## src/rtl/graphene_cam_tracker.sv

```systemverilog
// graphene_cam_tracker: search/write initiator for the Graphene hot-row CAM.
// Keeps one Misra-Gries counter per CAM entry plus a spillover counter.
// Each accepted row key is searched in the CAM. A hit bumps that entry's counter.
// A miss replaces the lowest entry whose count equals the spillover value,
// or bumps the spillover counter when no such entry exists.
// Optional feature macro: TRACKER_STATS_EN adds hit/miss/replace statistics.
module graphene_cam_tracker #(
   parameter int WORD_SIZE   = 16,
   parameter int ENTRY_WIDTH = 7,
   parameter int ROW_NUM     = 68,
   parameter int COUNT_WIDTH = 16,
   parameter logic [COUNT_WIDTH-1:0] THRESHOLD = 16'd1024
) (
   input  logic                   clk,
   input  logic                   reset,
   input  logic                   req_valid,
   output logic                   req_ready,
   input  logic [WORD_SIZE-1:0]   req_key,
   input  logic                   win_reset,
   output logic                   hot_valid,
   output logic [WORD_SIZE-1:0]   hot_key,
   output logic [COUNT_WIDTH-1:0] spill_count,
   output logic [WORD_SIZE-1:0]   cam_data_in,
   output logic [ENTRY_WIDTH-1:0] cam_addr_in,
   output logic                   cam_read_en,
   output logic                   cam_write_en,
   output logic                   cam_search_en,
   output logic                   cam_reset,
   input  logic                   cam_match,
   input  logic [ENTRY_WIDTH-1:0] cam_addr_out
`ifdef TRACKER_STATS_EN
   ,
   output logic [COUNT_WIDTH-1:0] stat_hits,
   output logic [COUNT_WIDTH-1:0] stat_misses,
   output logic [COUNT_WIDTH-1:0] stat_replaces
`endif
);

   typedef enum logic [2:0] {IDLE, SRCH, EVAL, WR, CLR} state_t;

   state_t                 state_reg;
   logic [WORD_SIZE-1:0]   key_reg;
   logic [COUNT_WIDTH-1:0] cnt_reg [ROW_NUM];
   logic [COUNT_WIDTH-1:0] spill_reg;
   logic [ENTRY_WIDTH-1:0] cand_reg;
   logic                   cam_reset_reg;

   logic [ROW_NUM-1:0]     cand_hit;
   logic                   cand_any;
   logic [ENTRY_WIDTH-1:0] cand_idx;
   logic                   hit_ok;
   logic                   upd_en;
   logic [ENTRY_WIDTH-1:0] upd_idx;
   logic [COUNT_WIDTH-1:0] upd_old;
   logic [COUNT_WIDTH-1:0] upd_new;
   logic                   hot_fire;

   function automatic logic [COUNT_WIDTH-1:0] sat_inc(input logic [COUNT_WIDTH-1:0] v);
      return (&v) ? v : v + 1'b1;
   endfunction

   assign req_ready   = (state_reg == IDLE) && !win_reset;
   assign cam_read_en = 1'b0;
   // The CAM is also held in reset for as long as the tracker is.
   assign cam_reset   = cam_reset_reg | reset;
   assign spill_count = spill_reg;

   // An entry is a replacement candidate when its count equals the spillover value.
   generate
      for (genvar gi = 0; gi < ROW_NUM; gi++) begin : g_cand
         assign cand_hit[gi] = (cnt_reg[gi] == spill_reg);
      end
   endgenerate

   // Priority-select the lowest candidate index.
   always_comb begin
      cand_idx = '0;
      for (int i = ROW_NUM - 1; i >= 0; i--) begin
         if (cand_hit[i]) cand_idx = ENTRY_WIDTH'(i);
      end
   end
   assign cand_any = |cand_hit;

   // The CAM result is sampled live in EVAL: it appears one cycle after the search.
   assign hit_ok = cam_match && (cam_addr_out < ENTRY_WIDTH'(ROW_NUM));

   // Select the single counter update of this cycle: hit increment or replacement install.
   always_comb begin
      upd_en  = 1'b0;
      upd_idx = '0;
      upd_old = '0;
      if (state_reg == EVAL && hit_ok) begin
         upd_en  = 1'b1;
         upd_idx = cam_addr_out;
         upd_old = cnt_reg[cam_addr_out];
      end else if (state_reg == WR) begin
         upd_en  = 1'b1;
         upd_idx = cand_reg;
         upd_old = spill_reg;
      end
   end
   assign upd_new  = sat_inc(upd_old);
   // A saturated count does not change, so it can never re-fire.
   assign hot_fire = upd_en && (upd_new == THRESHOLD) && (upd_new != upd_old);

   // Control FSM with registered CAM controls and hot event.
   always_ff @(posedge clk or posedge reset) begin
      if (reset) begin
         state_reg     <= IDLE;
         key_reg       <= '0;
         cand_reg      <= '0;
         cam_search_en <= 1'b0;
         cam_write_en  <= 1'b0;
         cam_addr_in   <= '0;
         cam_data_in   <= '0;
         cam_reset_reg <= 1'b0;
         hot_valid     <= 1'b0;
         hot_key       <= '0;
      end else begin
         cam_search_en <= 1'b0;
         cam_write_en  <= 1'b0;
         cam_addr_in   <= '0;
         cam_data_in   <= '0;
         cam_reset_reg <= 1'b0;
         hot_valid     <= 1'b0;
         if (win_reset) begin
            // Drop whatever is in flight and clear the CAM next cycle.
            state_reg     <= CLR;
            cam_reset_reg <= 1'b1;
         end else begin
            case (state_reg)
               IDLE: begin
                  if (req_valid) begin
                     key_reg       <= req_key;
                     cam_search_en <= 1'b1;
                     cam_data_in   <= req_key;
                     state_reg     <= SRCH;
                  end
               end
               SRCH: state_reg <= EVAL;
               EVAL: begin
                  if (!hit_ok && cand_any) begin
                     cam_write_en <= 1'b1;
                     cam_addr_in  <= cand_idx;
                     cam_data_in  <= key_reg;
                     cand_reg     <= cand_idx;
                     state_reg    <= WR;
                  end else begin
                     state_reg <= IDLE;
                  end
               end
               default: state_reg <= IDLE;
            endcase
            if (hot_fire) begin
               hot_valid <= 1'b1;
               hot_key   <= key_reg;
            end
         end
      end
   end

   // Entry counters and spillover counter; a window reset clears them all.
   always_ff @(posedge clk or posedge reset) begin
      if (reset) begin
         for (int i = 0; i < ROW_NUM; i++) cnt_reg[i] <= '0;
         spill_reg <= '0;
      end else if (win_reset) begin
         for (int i = 0; i < ROW_NUM; i++) cnt_reg[i] <= '0;
         spill_reg <= '0;
      end else begin
         if (upd_en) cnt_reg[upd_idx] <= upd_new;
         if (state_reg == EVAL && !hit_ok && !cand_any) spill_reg <= sat_inc(spill_reg);
      end
   end

`ifdef TRACKER_STATS_EN
   // Outcome statistics, counted when each outcome is decided.
   always_ff @(posedge clk or posedge reset) begin
      if (reset) begin
         stat_hits     <= '0;
         stat_misses   <= '0;
         stat_replaces <= '0;
      end else if (win_reset) begin
         stat_hits     <= '0;
         stat_misses   <= '0;
         stat_replaces <= '0;
      end else begin
         if (state_reg == EVAL && hit_ok)  stat_hits     <= sat_inc(stat_hits);
         if (state_reg == EVAL && !hit_ok) stat_misses   <= sat_inc(stat_misses);
         if (state_reg == WR)              stat_replaces <= sat_inc(stat_replaces);
      end
   end
`endif

endmodule

```

## config.mk

```make
export PLATFORM = sky130hd
export DESIGN_NAME = graphene_cam_tracker
export DESIGN_NICKNAME = d
export VERILOG_FILES = /design/src/rtl/graphene_cam_tracker.sv
export SDC_FILE = /design/constraint.sdc
export NUM_CORES = 2
export LEC_CHECK = 0
export CAP_MARGIN = 30
export CORE_MARGIN = 1
export CORE_UTILIZATION = 50
export DETAILED_ROUTE_END_ITERATION = 12
export PLACE_DENSITY = 0.66
export SLEW_MARGIN = 20
export SYNTH_ARGS = -nofsm -noshare
export SYNTH_HDL_FRONTEND = slang
export SYNTH_SLANG_ARGS = --single-unit
```

## constraint.sdc

```tcl
create_clock -name clk -period 71.4 [get_ports clk]
set_clock_uncertainty 0.05 [all_clocks]
set_input_delay 14.28 -clock clk [delete_from_list [all_inputs] [get_ports clk]]
set_output_delay 14.28 -clock clk [all_outputs]
set_load 0.02 [all_outputs]
```

# Yosys cells after proc, flatten, opt, wreduce, memory -nomap -nowiden
# Index checks and enable logic that the tools add are counted.
word_totals:
  regBits: 1173
  latchBits: 0
  mem_bits_rw: 0
  rom_bits: 0
  inputBits: 28
  word_cells: 292
  n_memories: 0
classes:
  add_sub_neg: 2
  multipliers: 0
  n_div: 0
  order_cmp: 4
  eq_ne: 75
  shifts: 0
  n_mux: 106
  bitwise_logic: 4
  reduce_logical: 22
op_table:
  columns: ["operator", "n"]
  rows:
  - ["$mux 1088", 2]
  - ["$bwmux 1088", 1]
  - ["$eq 16x16->1", 68]
  - ["$mux 7", 73]
  - ["$mux 16", 12]
  - ["$bmux 16 s7", 1]
  - ["$demux 16 s7", 1]
  - ["$reduce_or 68->1", 1]
  - ["$add 16x1->16 const B", 2]
  - ["$pmux 16 s2", 1]
  - ["$reduce_and 16->1", 2]
  - ["$eq 16x11->1 const B", 1]
  - ["$ge 8x8->1 const B", 2]
  - ["$ne 16x16->1", 1]
  - ["$not 7->8", 2]
  - ["$mux 1", 11]
  - ["$logic_and 1x1->1", 9]
  - ["$pmux 3 s3", 1]
  - ["$lt 8x1->1 const B", 1]
  - ["$lt 7x7->1 const B", 1]
  - ["$eq 3x2->1 const B", 2]
  - ["$mux 3", 2]
  - ["$reduce_and 3->1", 2]
  - ["$reduce_and 2->1", 2]
  - ["9 further kinds", 12]

# Logic depth before layout (Yosys ltp)
depth:
  word_depth: 72
  ltp_mapped: 24
  ltp_nobuf: 15

# Worst setup path after synthesis
# OpenSTA, ideal clock, no wires.
synth_timing:
  path_kind: "input -> output"
  start: "input win_reset"
  end: "output req_ready"
  t_arrival_ns: 15.475
  required_time_ns: 57.070
  slack_ns: 41.595
  stages: 5
  path_buffers: 3
  path_cell_list: "clkbuf_1 or3_1 clkbuf_1 clkbuf_1 nor2_1"
synth_between:
  elab_chain_len: 2
synth_lines:
  columns: ["item", "line_no", "source"]
  rows:
  - ["start: declaration", "19", "input logic win_reset,"]
  - ["$logic_not 1->1", "62", "assign req_ready = (state_reg == IDLE) && !win_reset;"]
  - ["$logic_and 1x1->1", "62", null]
  - ["end: declaration", "17", "output logic req_ready,"]
# Every way passes these cells.

# Worst setup path in the final report
# Same ends and word-level chain as after synthesis.

==> results.md <==
- Share of the synthesized area in the top cell type: 42.4%
- WP data required: 57.07 ns
- Routed WL: 278 mm
- Clk Latency, worst-skew pair: 0.81 ns
- GRT Util Overall: 39.2%
- DR WL met3: 38.0 mm
- Final hold viol count: 0
- Area contributors post-synth: dfrtp_1, nand2_1, xor2_1
- Cell area after synthesis: 69,200 sq um
- Via density: 6.54
- Number of synthesized flops with an enable pin: 0
- Post_cts resized: 0
- H-tree levels: 4
- Initial antenna violation count: 11
- Dpl ws: 40.84 ns
- PnR worst setup slack: 40.82 ns
- Slew margin rel.: 18.3%
- M1 WL: 105 mm
- Hold/Removal Path Class: reg2reg
- Post-synth top cells: nand2_1, dfrtp_1, a21oi_1
- Post-Synth XOR/XNOR Area: 14.0%
- Nets@finish: 7,454
- Peak VDD IR: 27.2 uV
- First-pass GRT wire length: 406 mm
- Area Growth Syn to Fin: 10.2%
- Core area: 137,000 sq um
- Tmin final: 30.58 ns
- Final core utilization: 55.5%
- Vias: 61,100
- Switching share of total power: 23.9%
- Number of distinct library cells after synthesis: 91
- Die W: 374 um
- Number of max-cap violations: 0
- Post-synthesis adder-cell area fraction: 0.0362%
- Worst slew pin tran: 1.23 ns
- Fraction of layout cells with a size suffix above 1: 9.92%
- DR pass1 iterations: 6
- # DRC: 0
- Ys flop type: dfrtp_1
- Worst Path Max Fanout: 99
- CP Class: in2out
- Clock Root Buffer: clkbuf_16
- Lkg Pwr: 33.5 nW
- Post-synthesis sequential area ratio: 42.4%
- Final number of setup-violating endpoints: 0
- CTS max path bufs: 3
- CTS tree: done
- # IOs: 89
- Syn avg cell area: 9.08 sq um
- Synth Instances: 7,622
- Min-Delay Path Depth: 1
- Net load switching power: 348 uW
- Post-Synthesis Net Count: 7,652
- Slew Limit Fails: 0
- TNS Setup: 0 ns
- Largest family of logic cells by synthesized area: simple AND/OR/NAND/NOR gates
- Combinational power share: 4.5%
- Clock tree sinks: 1,173
- Synth Area in Compound Gates: 12.1%
- Multiplexer share of the synthesized area: 9.30%
- Buffer count from post-CTS setup fixing: 0
- Max Fclk: 32.7 MHz
- Die ar.: 140,000 sq um
- Startpoint Class: input port
- DRT iter0 DRCs: 9,326
- DR WL met2: 117 mm
- Number of global-route vias before repair: 58,900
- Die Span Y: 374 um
- # rows: 136
- Unrepaired setup endpoints after global routing: false
- Seq pwr share: 45.9%
- CTS Buf Count: 133
- Pint: 1.11 mW
- Syn. warnings: 0
- Period utilization: 42.8%
- Reg2Reg Depth: 16
- HPWL after DPL: 180 mm
- Max reg flops: 1,088
- Design area: 76,300 sq um
- Worst EP arrival: 16.25 ns
- Most numerous cell in the Yosys netlist: nand2_1
- #FFs+latches synth: 1,173
- Outcome: finished clean
- Synth area leader: dfrtp_1
- CP startpoint: win_reset
- Reg-to-reg startpoint: state_reg[2]
- Top Layer Used: met5
- Simple-Gate Fraction of Synth Area: 17.9%
- Asr flop ratio synth: 100%
- Worst Hold Launch: hot_key[11]
- Placed Area: 71,500 sq um
- Clock-pin transition on the worst setup and hold timing paths: 0.06 ns
- Antenna-violating nets left: 0
- Critical path capture point type: primary output
- Clock share of power: 49.6%
- Power Dens Cells: 19.1 nW/um^2
- Largest net degree at the start of global routing: 249
- Initial core utilization: 50.3%
- Min Hold Slack: 0.455 ns
- Routability cong.: 1.02
- CTS Hold Buffers Added: 0
- WL/cell: 29.7 um
- IO buf count: 87
- Gr ovfl total: 0
-- routing by layer --
layer / GRT usage (%) / up-vias
met3: 13.1 / 809
met2: 56.5 / 4279
met4: 21.0 / 14
met1: 52.0 / 30200
li1: - / 25700
met5: 0.0343 / -
-- placed cells by master, fill, tap and decap left out, drive strengths merged, types with 15 or more instances in the layout --
master / synthesis / routed
mux2: 22 / 22
nor4: 202 / 202
a211oi: 142 / 142
mux2i: 142 / 142
xor2: 617 / 617
inv: 21 / 27
nor2: 293 / 293
o21ai: 34 / 34
a22oi: 90 / 90
clkdlybuf4s50: 0 / 82
a22o: 83 / 83
nand3: 51 / 51
or3: 18 / 18
xnor2: 488 / 488
dfrtp: 1173 / 1173
nand2: 2011 / 2011
a21oi: 959 / 959
mux4: 210 / 210
nor2b: 19 / 19
nor3: 26 / 26
clkinv: 1 / 22
buf: 245 / 223
and2: 15 / 15
nand4: 181 / 181
clkbuf: 396 / 203
-- worst max-delay path, stage by stage --
cell and delay, ns:
buf_8 0.26, or3_1 0.74, nor2_1 0.29, clkdlybuf4s50_1 0.64
-- path summary, 6_finish.rpt --
check / slack [ns] / to
worst min-delay path: 0.45 / hot_key[11]
worst max register to register: 64.50 / hot_valid
min in group asynchronous: 13.80 / spill_count[0]
worst max-delay path: 40.82 / req_ready
worst min register to register: 0.45 / hot_key[11]
max in group asynchronous: 54.23 / cnt_reg[795]
-- power by group through the flow --
stage          clock (mW)  sequential, mW  combinational [mW]
3_5_place_dp            0           0.681              0.0632
4_1_cts             0.728           0.669              0.0633
6_report            0.723           0.669              0.0655
2_1_floorplan           0           0.682              0.0422
3_3_place_gp            0           0.681              0.0626
5_1_grt             0.751           0.668              0.0685
-- cell type report --
class	count	area, sq um
tap	1794	2240
sequential	1173	29400
inverter	22	90.1
timing repair buffer	308	2810
clock inverter	41	533
fill	12000	61200
multi-input combinational	5786	37200
antenna	6	15.0
clock buffer	200	4020
-- metrics by stage --
step	std cells	power, mW
after floorplan	7622	0.724
after global placement	9046	0.743
after detailed placement	9071	0.744
after CTS	9312	1.46
after global routing	9324	1.49
final	9330	1.46
-- kinds of logic after synthesis --
group | count (synthesis)
AO/OA/AOI/OAI | 1417
buffers and inverters | 663
XOR/XNOR | 1105
multiplexers | 374
other | 1
AND/OR/NAND/NOR | 2887
adder cells (fa/ha/maj) | 2
flip-flops | 1173
(Power assumes the default switching activity.)
